File: src/rtl/key_click_classifier.sv
// key_click_classifier: groups debounced key-press strobes into click events
// (single/double/... up to MAX_CLICKS) and buffers them in a valid/ready FIFO.
// Optional feature macro: KEY_CLICK_CLASSIFIER_DROP_CNT_EN adds drop_cnt_o, an
// 8-bit saturating count of events lost to FIFO overflow.
module key_click_classifier #(
  parameter int unsigned CLICK_WINDOW_CYCLES = 1000,
  parameter int unsigned MAX_CLICKS          = 3,
  parameter int unsigned FIFO_DEPTH          = 4
) (
  input  logic                              clk_i,
  input  logic                              rst_i,
  input  logic                              key_pressed_stb_i,
  input  logic                              event_ready_i,
  output logic                              event_valid_o,
  output logic [$clog2(MAX_CLICKS+1)-1:0]   event_clicks_o,
  output logic                              busy_o
`ifdef KEY_CLICK_CLASSIFIER_DROP_CNT_EN
  ,
  output logic [7:0]                        drop_cnt_o
`endif
);

  localparam int unsigned CW = $clog2(MAX_CLICKS + 1);
  localparam int unsigned TW = $clog2(CLICK_WINDOW_CYCLES);
  localparam int unsigned AW = $clog2(FIFO_DEPTH);
  localparam int unsigned PW = AW + 1;

  typedef enum logic {
    IDLE  = 1'b0,
    COUNT = 1'b1
  } state_e;

  state_e          state_q, state_d;
  logic [CW-1:0]   click_cnt_q, click_cnt_d;
  logic [TW-1:0]   timer_q, timer_d;
  logic            busy_q, busy_d;

  logic            push;
  logic [CW-1:0]   push_val;

  logic [CW-1:0]   mem_q [FIFO_DEPTH];
  logic [CW-1:0]   mem_d [FIFO_DEPTH];
  logic [PW-1:0]   wr_ptr_q, wr_ptr_d;
  logic [PW-1:0]   rd_ptr_q, rd_ptr_d;

  logic            fifo_empty;
  logic            fifo_full;
  logic            pop;
  logic            push_ok;

`ifdef KEY_CLICK_CLASSIFIER_DROP_CNT_EN
  logic [7:0]      drop_cnt_q, drop_cnt_d;
  logic            drop;
`endif

  // Click sequencing: a strobe beats a timeout in the same cycle.
  always_comb begin
    state_d     = state_q;
    click_cnt_d = click_cnt_q;
    timer_d     = timer_q;
    push        = 1'b0;
    push_val    = '0;
    unique case (state_q)
      IDLE: begin
        if (key_pressed_stb_i) begin
          if (MAX_CLICKS == 1) begin
            push     = 1'b1;
            push_val = CW'(1);
          end else begin
            state_d     = COUNT;
            click_cnt_d = CW'(1);
            timer_d     = '0;
          end
        end
      end
      COUNT: begin
        if (key_pressed_stb_i) begin
          if (click_cnt_q + CW'(1) == CW'(MAX_CLICKS)) begin
            push        = 1'b1;
            push_val    = CW'(MAX_CLICKS);
            state_d     = IDLE;
            click_cnt_d = '0;
            timer_d     = '0;
          end else begin
            click_cnt_d = click_cnt_q + CW'(1);
            timer_d     = '0;
          end
        end else if (timer_q == TW'(CLICK_WINDOW_CYCLES - 1)) begin
          push        = 1'b1;
          push_val    = click_cnt_q;
          state_d     = IDLE;
          click_cnt_d = '0;
          timer_d     = '0;
        end else begin
          timer_d = timer_q + TW'(1);
        end
      end
      default: begin
        state_d     = IDLE;
        click_cnt_d = '0;
        timer_d     = '0;
      end
    endcase
    busy_d = (state_d == COUNT);
  end

  // FIFO status and handshake; a full FIFO still accepts a push when it pops.
  always_comb begin
    fifo_empty = (wr_ptr_q == rd_ptr_q);
    fifo_full  = (wr_ptr_q[AW] != rd_ptr_q[AW]) &&
                 (wr_ptr_q[AW-1:0] == rd_ptr_q[AW-1:0]);
    pop        = !fifo_empty && event_ready_i;
    push_ok    = push && (!fifo_full || pop);
  end

  // FIFO storage and pointer update.
  always_comb begin
    mem_d    = mem_q;
    wr_ptr_d = wr_ptr_q;
    rd_ptr_d = rd_ptr_q;
    if (push_ok) begin
      mem_d[wr_ptr_q[AW-1:0]] = push_val;
      wr_ptr_d                = wr_ptr_q + PW'(1);
    end
    if (pop) begin
      rd_ptr_d = rd_ptr_q + PW'(1);
    end
  end

`ifdef KEY_CLICK_CLASSIFIER_DROP_CNT_EN
  // Saturating count of events lost to overflow.
  always_comb begin
    drop       = push && fifo_full && !pop;
    drop_cnt_d = drop_cnt_q;
    if (drop && (drop_cnt_q != 8'hFF)) begin
      drop_cnt_d = drop_cnt_q + 8'd1;
    end
  end
`endif

  // State register for sequencer, FIFO and drop counter.
  always_ff @(posedge clk_i or posedge rst_i) begin
    if (rst_i) begin
      state_q     <= IDLE;
      click_cnt_q <= '0;
      timer_q     <= '0;
      busy_q      <= 1'b0;
      wr_ptr_q    <= '0;
      rd_ptr_q    <= '0;
      for (int i = 0; i < int'(FIFO_DEPTH); i++) begin
        mem_q[i] <= '0;
      end
`ifdef KEY_CLICK_CLASSIFIER_DROP_CNT_EN
      drop_cnt_q  <= '0;
`endif
    end else begin
      state_q     <= state_d;
      click_cnt_q <= click_cnt_d;
      timer_q     <= timer_d;
      busy_q      <= busy_d;
      wr_ptr_q    <= wr_ptr_d;
      rd_ptr_q    <= rd_ptr_d;
      mem_q       <= mem_d;
`ifdef KEY_CLICK_CLASSIFIER_DROP_CNT_EN
      drop_cnt_q  <= drop_cnt_d;
`endif
    end
  end

  // Outputs decode registered state only; the head reads as 0 when empty.
  always_comb begin
    event_valid_o  = !fifo_empty;
    event_clicks_o = fifo_empty ? '0 : mem_q[rd_ptr_q[AW-1:0]];
    busy_o         = busy_q;
`ifdef KEY_CLICK_CLASSIFIER_DROP_CNT_EN
    drop_cnt_o     = drop_cnt_q;
`endif
  end

endmodule

File: config.mk
export PLATFORM = sky130hd
export DESIGN_NAME = key_click_classifier
export DESIGN_NICKNAME = d
export VERILOG_FILES = /design/src/rtl/key_click_classifier.sv
export SDC_FILE = /design/constraint.sdc
export NUM_CORES = 1
export LEC_CHECK = 0
export CAP_MARGIN = 40
export CORE_MARGIN = 2
export CORE_UTILIZATION = 60
export DETAILED_ROUTE_END_ITERATION = 10
export GPL_TIMING_DRIVEN = 0
export PLACE_DENSITY = 0.8
export SLEW_MARGIN = 25
export SYNTH_ARGS = -nofsm -noshare
export SYNTH_HDL_FRONTEND = slang
export SYNTH_SLANG_ARGS = --single-unit
File: constraint.sdc
create_clock -name clk_i -period 2.7 [get_ports clk_i]
set_input_delay 0.405 -clock clk_i [delete_from_list [all_inputs] [get_ports clk_i]]
set_output_delay 0.405 -clock clk_i [all_outputs]
set_load 0.05 [all_outputs]
==> results of run 1 <==
## worst max-delay path by stage
stage / start / endpoint
after CTS: rd_ptr_q[0]$_DFFE_PP0P_ / event_clicks_o[1]
after detailed placement: key_pressed_stb_i / mem_q[0]$_DFFE_PP0P_
final: wr_ptr_q[2]$_DFFE_PP0P_ / event_valid_o
after floorplan: rd_ptr_q[0]$_DFFE_PP0P_ / event_clicks_o[0]
after global routing: wr_ptr_q[2]$_DFFE_PP0P_ / event_valid_o
after global placement: key_pressed_stb_i / mem_q[1]$_DFFE_PP0P_
## cell families after synthesis
| group | synth area share (%) |
|---|---|
| AOI/OAI and AO/OA | 14.7 |
| xor gates and xnor gates | 5.74 |
| adders and majority gates | 4.92 |
| buffers and inverters | 3.77 |
| DFF | 44.3 |
| muxes | 11.6 |
| and+or+nand+nor | 15.0 |
## state kept, by name (all words and copies together), names as in the netlist
signal	count
mem_q	8
timer_q	10
wr_ptr_q	3
click_cnt_q	2
busy_o	1
rd_ptr_q	3
## metrics by stage
stage / std cells / worst slack (ps) / utilization (%) / total power, mW
2_1_floorplan: 133 / 720 / - / 1.26
3_3_place_gp: 170 / 417 / 67.1 / 1.42
3_5_place_dp: 171 / 352 / 68.3 / 1.48
4_1_cts: 175 / 36.0 / 69.4 / 1.65
5_1_grt: 175 / 132 / 69.6 / 1.76
6_report: 175 / 251 / 69.6 / 1.64
## critical path: stages (launching register included)
cell and delay (ps):
dfrtp_1 430, xor2_1 220, nand3b_1 230, clkdlybuf4s50_1 840
## power by group
| part | total, mW | leakage, nW | switching (mW) | internal (mW) |
|---|---|---|---|---|
| Combinational | 0.783 | 0.420 | 0.429 | 0.354 |
| Clock | 0.177 | 0.0177 | 0.121 | 0.0556 |
| Sequential | 0.683 | 0.345 | 0.144 | 0.539 |
## per-layer routing
metal	vias to the layer above	share of wire, %	global-route usage, %
met1	562	47	32.7
met3	2	3.3	2.46
met2	31	49	37.6
li1	509	-	-
met5	-	0	0
met4	0	0.70	7.92
## cell usage in the layout, fill, tap and decap left out, types with 5 or more instances in the layout
cell type        netlist  layout
ha_1                   6       6
mux2_2                 9       9
a31oi_1                5       5
clkdlybuf4s50_1        0       5
nand3_1                5       5
inv_1                  9       9
dfrtp_1               27      27
xnor2_1                7       7
and3_1                 6       6
nand2_1                5       5
## final cells by class
class | count | area [um^2]
multi-input cells | 93 | 792
flip-flops and latches | 27 | 676
repair buffers | 8 | 103
fillers | 186 | 739
well taps | 30 | 37.5
clock inverters | 1 | 5.00
clock buffers | 3 | 22.5
inverters | 9 | 33.8
plain buffers | 4 | 23.8
==> impl_metrics.tcl, run 1 <==
set metrics [dict create \
    io_pins 8 \
    die_width_um 54.4 \
    stdcell_area_um2 1690 \
    synth_top_area_share_pct 44.3 \
    synth_most_common_cell "dfrtp_1" \
    fin_crit_ps 2450 \
    ant_nets 0 \
    io_buffers 7 \
    status "finished clean" \
    via_per_inst 6.31 \
    placed_area_um2 1660 \
    ys_seq_area_share_pct 44.3 \
    reg2reg_slack_ps 740 \
    hpwl_mm 2.21 \
    finalWirelength_mm 2.99 \
    clk_pin_slew_ps 150 \
    grt_max_degree 18 \
    cp-end-kind "output pin" \
    setup_tns_ps 0 \
    cts_sinks 27 \
    setup_viol 0 \
    worst_pin_slew_ps 528 \
    drive_above_1_share_pct 21.4 \
    synthesis.nets 143 \
    nets 156 \
    ys.flop_type "dfrtp_1" \
    hp-class "input pin to async pin" \
    cts_root_buf "clkbuf_4" \
    cts-htree-levels 1 \
    grt_overflow 0 \
    r2r_end "mem_q[1]$_DFFE_PP0P_" \
    reg2reg_depth 5 \
    holdWs_ps 404 \
    dieArea_um2 2960 \
    cp.required_ps 2300 \
    syn-mean-instance-area_um2 11.5 \
    grt_pass1_vias 1050 \
    cts-resized-gates 0 \
    period_share_pct 90.7 \
    max_freq_ghz 0.408 \
    routedWlPerCell_um 17.1 \
    synth_edf_count 0 \
    grt_pass1_wl_mm 4.85 \
    place_congestion 0.817 \
    synth_top_cell_by_area "dfrtp_1" \
    num_vias 1104 \
    grt_usage_pct 23.3 \
    pwr_density_cell_nw_per_um2 970 \
    leakagePower_nw 0.783 \
    peakVddDrop_mv 0.864 \
    slew-limit-headroom_pct 64.8 \
    crit_type "register to output pin" \
    cts_setup_buffers 0 \
    critPathLaunchType "register" \
    rows 18 \
    drtIter0Drc 32 \
    coreArea_um2 2430 \
    drtPass1Iterations 4 \
    cap_viol_max_count 0 \
    drcViolationCount 0 \
    ys_warn_count 0 \
    hold_viol 0 \
    synthTopCellsByCount "dfrtp_1 (27), inv_1 (9), mux2_2 (9)" \
    syn_area_um2 1530 \
    antenna_found_initial 0 \
    cts_tree "yes" \
    ys_ff_latch 27 \
    ys_top_cells_by_area "dfrtp_1 (44%), mux2_2 (6.6%), ha_1 (4.9%)" \
    clk_latency_ps 320 \
    synthArstFlopShare_pct 100 \
    cts_buffer_depth 2 \
    initial_core_util_pct 62.7 \
    drv_slew 0 \
    finClkSkew_ps 1.35 \
    synth_cell_type_count 35 \
    path_max_fanout 5 \
    syn_to_final_growth_pct 11.0 \
    arrival_ps 2040 \
    cts_made_buffers 3 \
    r2r-start "timer_q[1]$_DFFE_PP0P_" \
    synth_cells 133 \
    antenna_cells 0 \
    rsz0062_at_grt "false" \
    holdBufCountCts 0 \
    die_h_um 54.4 \
]
No activity file was read; power rests on OpenSTA's default activity.
==> inputs of run 2 (changes only) <==
- CORE_MARGIN: 2 -> not set
- clock period: 2.7 -> 3.12 ns (I/O delays scaled with it)
==> run 2 against run 1 <==
Register-to-register slack improved by 470 ps; largest power group unchanged; die area down 7.2%; final cell count down 1.1%; worst hold slack better by 75 ps; highest routed layer unchanged.
==> impl_metrics.tcl, run 2 (synthesis gave the netlist of run 1 again) <==
set metrics [dict create \
    status "finished clean" \
    clkPwrFrac_pct 10.8 \
    path_max_fanout 5 \
    reg_top3 "timer_q x10, mem_q x8" \
    antenna_cells 0 \
    num_vias 1077 \
    syn_to_final_growth_pct 10.4 \
    hold_viol 0 \
    worst_pin_slew_ps 551 \
    reg2reg_slack_ps 1210 \
    routedWlPerCell_um 16.7 \
    hp-class "input pin to async pin" \
    peakVddDrop_mv 0.690 \
    largest_register "timer_q" \
    dp_slack_ps 748 \
    grt_usage_pct 24.4 \
    io_buffers 7 \
    final_cell_mix "dfrtp_1 (27), mux2_2 (9), inv_1 (9), xnor2_1 (7), clkdlybuf4s50_1 (7)" \
    cp-end-kind "output pin" \
    rows 17 \
    drcViolationCount 0 \
    die_width_um 52.4 \
    worst_slack_ps 411 \
    clk_latency_ps 320 \
    holdWs_ps 479 \
    setup_tns_ps 0 \
    seq_power_share_pct 41.5 \
    grt_pass1_wl_mm 4.91 \
    layout_commonest_cell "dfrtp_1" \
    drtPass1Iterations 4 \
    reg2reg_depth 5 \
    arrival_ps 2240 \
    pwr_density_cell_nw_per_um2 847 \
    coreArea_um2 2300 \
    cts_sinks 27 \
    r2r-start "timer_q[0]$_DFFE_PP0P_" \
    setup_viol 0 \
    grt_max_degree 17 \
    critPathLaunchType "register" \
    cts-resized-gates 0 \
    place_congestion 0.815 \
    slew-limit-headroom_pct 63.2 \
    p_int_uw 826 \
    rsz0062_at_grt "false" \
    drive_above_1_share_pct 20.7 \
    leakagePower_nw 0.752 \
    period_share_pct 86.8 \
    cts_buffer_depth 2 \
    cts_setup_buffers 0 \
    r2r_end "mem_q[0]$_DFFE_PP0P_" \
    pwr-share-comb_pct 47.7 \
    fin_util_pct 73.3 \
    drv_slew 0 \
    fin_crit_ps 2710 \
    holdBufCountCts 0 \
    drtIter0Drc 19 \
    largest_reg_flops 10 \
    crit_type "register to output pin" \
    grt_pass1_vias 1058 \
    ant_nets 0 \
    antenna_found_initial 0 \
    cp-endpoint "event_clicks_o[1]" \
    max_freq_ghz 0.369 \
    hpwl_mm 2.19 \
    cap_viol_max_count 0 \
    cp-startpoint "rd_ptr_q[0]$_DFFE_PP0P_" \
    finalWirelength_mm 2.89 \
    nets 156 \
    cts-htree-levels 1 \
    switchingPower_uw 599 \
    cts_root_buf "clkbuf_4" \
    cp.required_ps 2650 \
    cts_made_buffers 3 \
    via_per_inst 6.23 \
    swShare_pct 42.0 \
    die_h_um 52.4 \
    finClkSkew_ps 7.90 \
    dieArea_um2 2750 \
    initial_core_util_pct 66.4 \
    grt_overflow 0 \
    cts_tree "yes" \
    clk_pin_slew_ps 150 \
    io_pins 8 \
]
## run 2: per-layer routing
metal | share of wire (%) | track usage, % | vias to the layer above
met5 | 0 | 0 | -
met4 | 0.42 | 5.70 | 0
met3 | 1.9 | 3.19 | 2
met2 | 47 | 38.8 | 17
met1 | 50 | 35.3 | 549
li1 | - | - | 509
## run 2: power by group through the flow
stage | Combinational [mW] | Clock (mW) | Sequential, mW
after floorplan | 0.511 | 0 | 0.579
after global placement | 0.644 | 0 | 0.589
after detailed placement | 0.683 | 0 | 0.598
after CTS | 0.684 | 0.156 | 0.590
after global routing | 0.741 | 0.171 | 0.609
final | 0.680 | 0.154 | 0.591
## run 2: final cells by class
cell class              instances  area (um^2)
repair buffers                  8         97.6
flip-flops and latches         27          676
inverters                       9         33.8
well taps                      28         35.0
plain buffers                   4         23.8
clock buffers                   4         26.3
multi-input cells              93          792
fillers                       174          613
## run 2: worst min-delay path by stage
stage	cells after the start	slack, ps	endpoint	start
5_1_grt	1	510	wr_ptr_q[2]$_DFFE_PP0P_	wr_ptr_q[2]$_DFFE_PP0P_
3_3_place_gp	1	470	timer_q[8]$_DFFE_PP0P_	timer_q[8]$_DFFE_PP0P_
4_1_cts	1	500	wr_ptr_q[2]$_DFFE_PP0P_	wr_ptr_q[2]$_DFFE_PP0P_
6_report	2	480	timer_q[8]$_DFFE_PP0P_	rst_i
3_5_place_dp	1	480	wr_ptr_q[2]$_DFFE_PP0P_	wr_ptr_q[2]$_DFFE_PP0P_
2_1_floorplan	1	450	timer_q[8]$_DFFE_PP0P_	timer_q[8]$_DFFE_PP0P_
## run 2: through the flow
stage / power (mW) / cell area, um^2 / instances
final: 1.43 / 1680 / 173
after global routing: 1.52 / 1680 / 173
after CTS: 1.43 / 1680 / 173
after detailed placement: 1.28 / 1660 / 169
after global placement: 1.23 / 1630 / 168
after floorplan: 1.09 / 1530 / 133
## run 2: worst max-delay path, cell delays in order (launching register included)
cell,delay (ps)
dfrtp_1,510
mux4_2,530
and2_1,180
clkdlybuf4s50_1,700
==> inputs of run 3 (changes only) <==
- CTS_CLUSTER_SIZE: not set -> 20
==> results of run 3 <==
The final DEF is identical to that of run 2; final timing and power are the same.
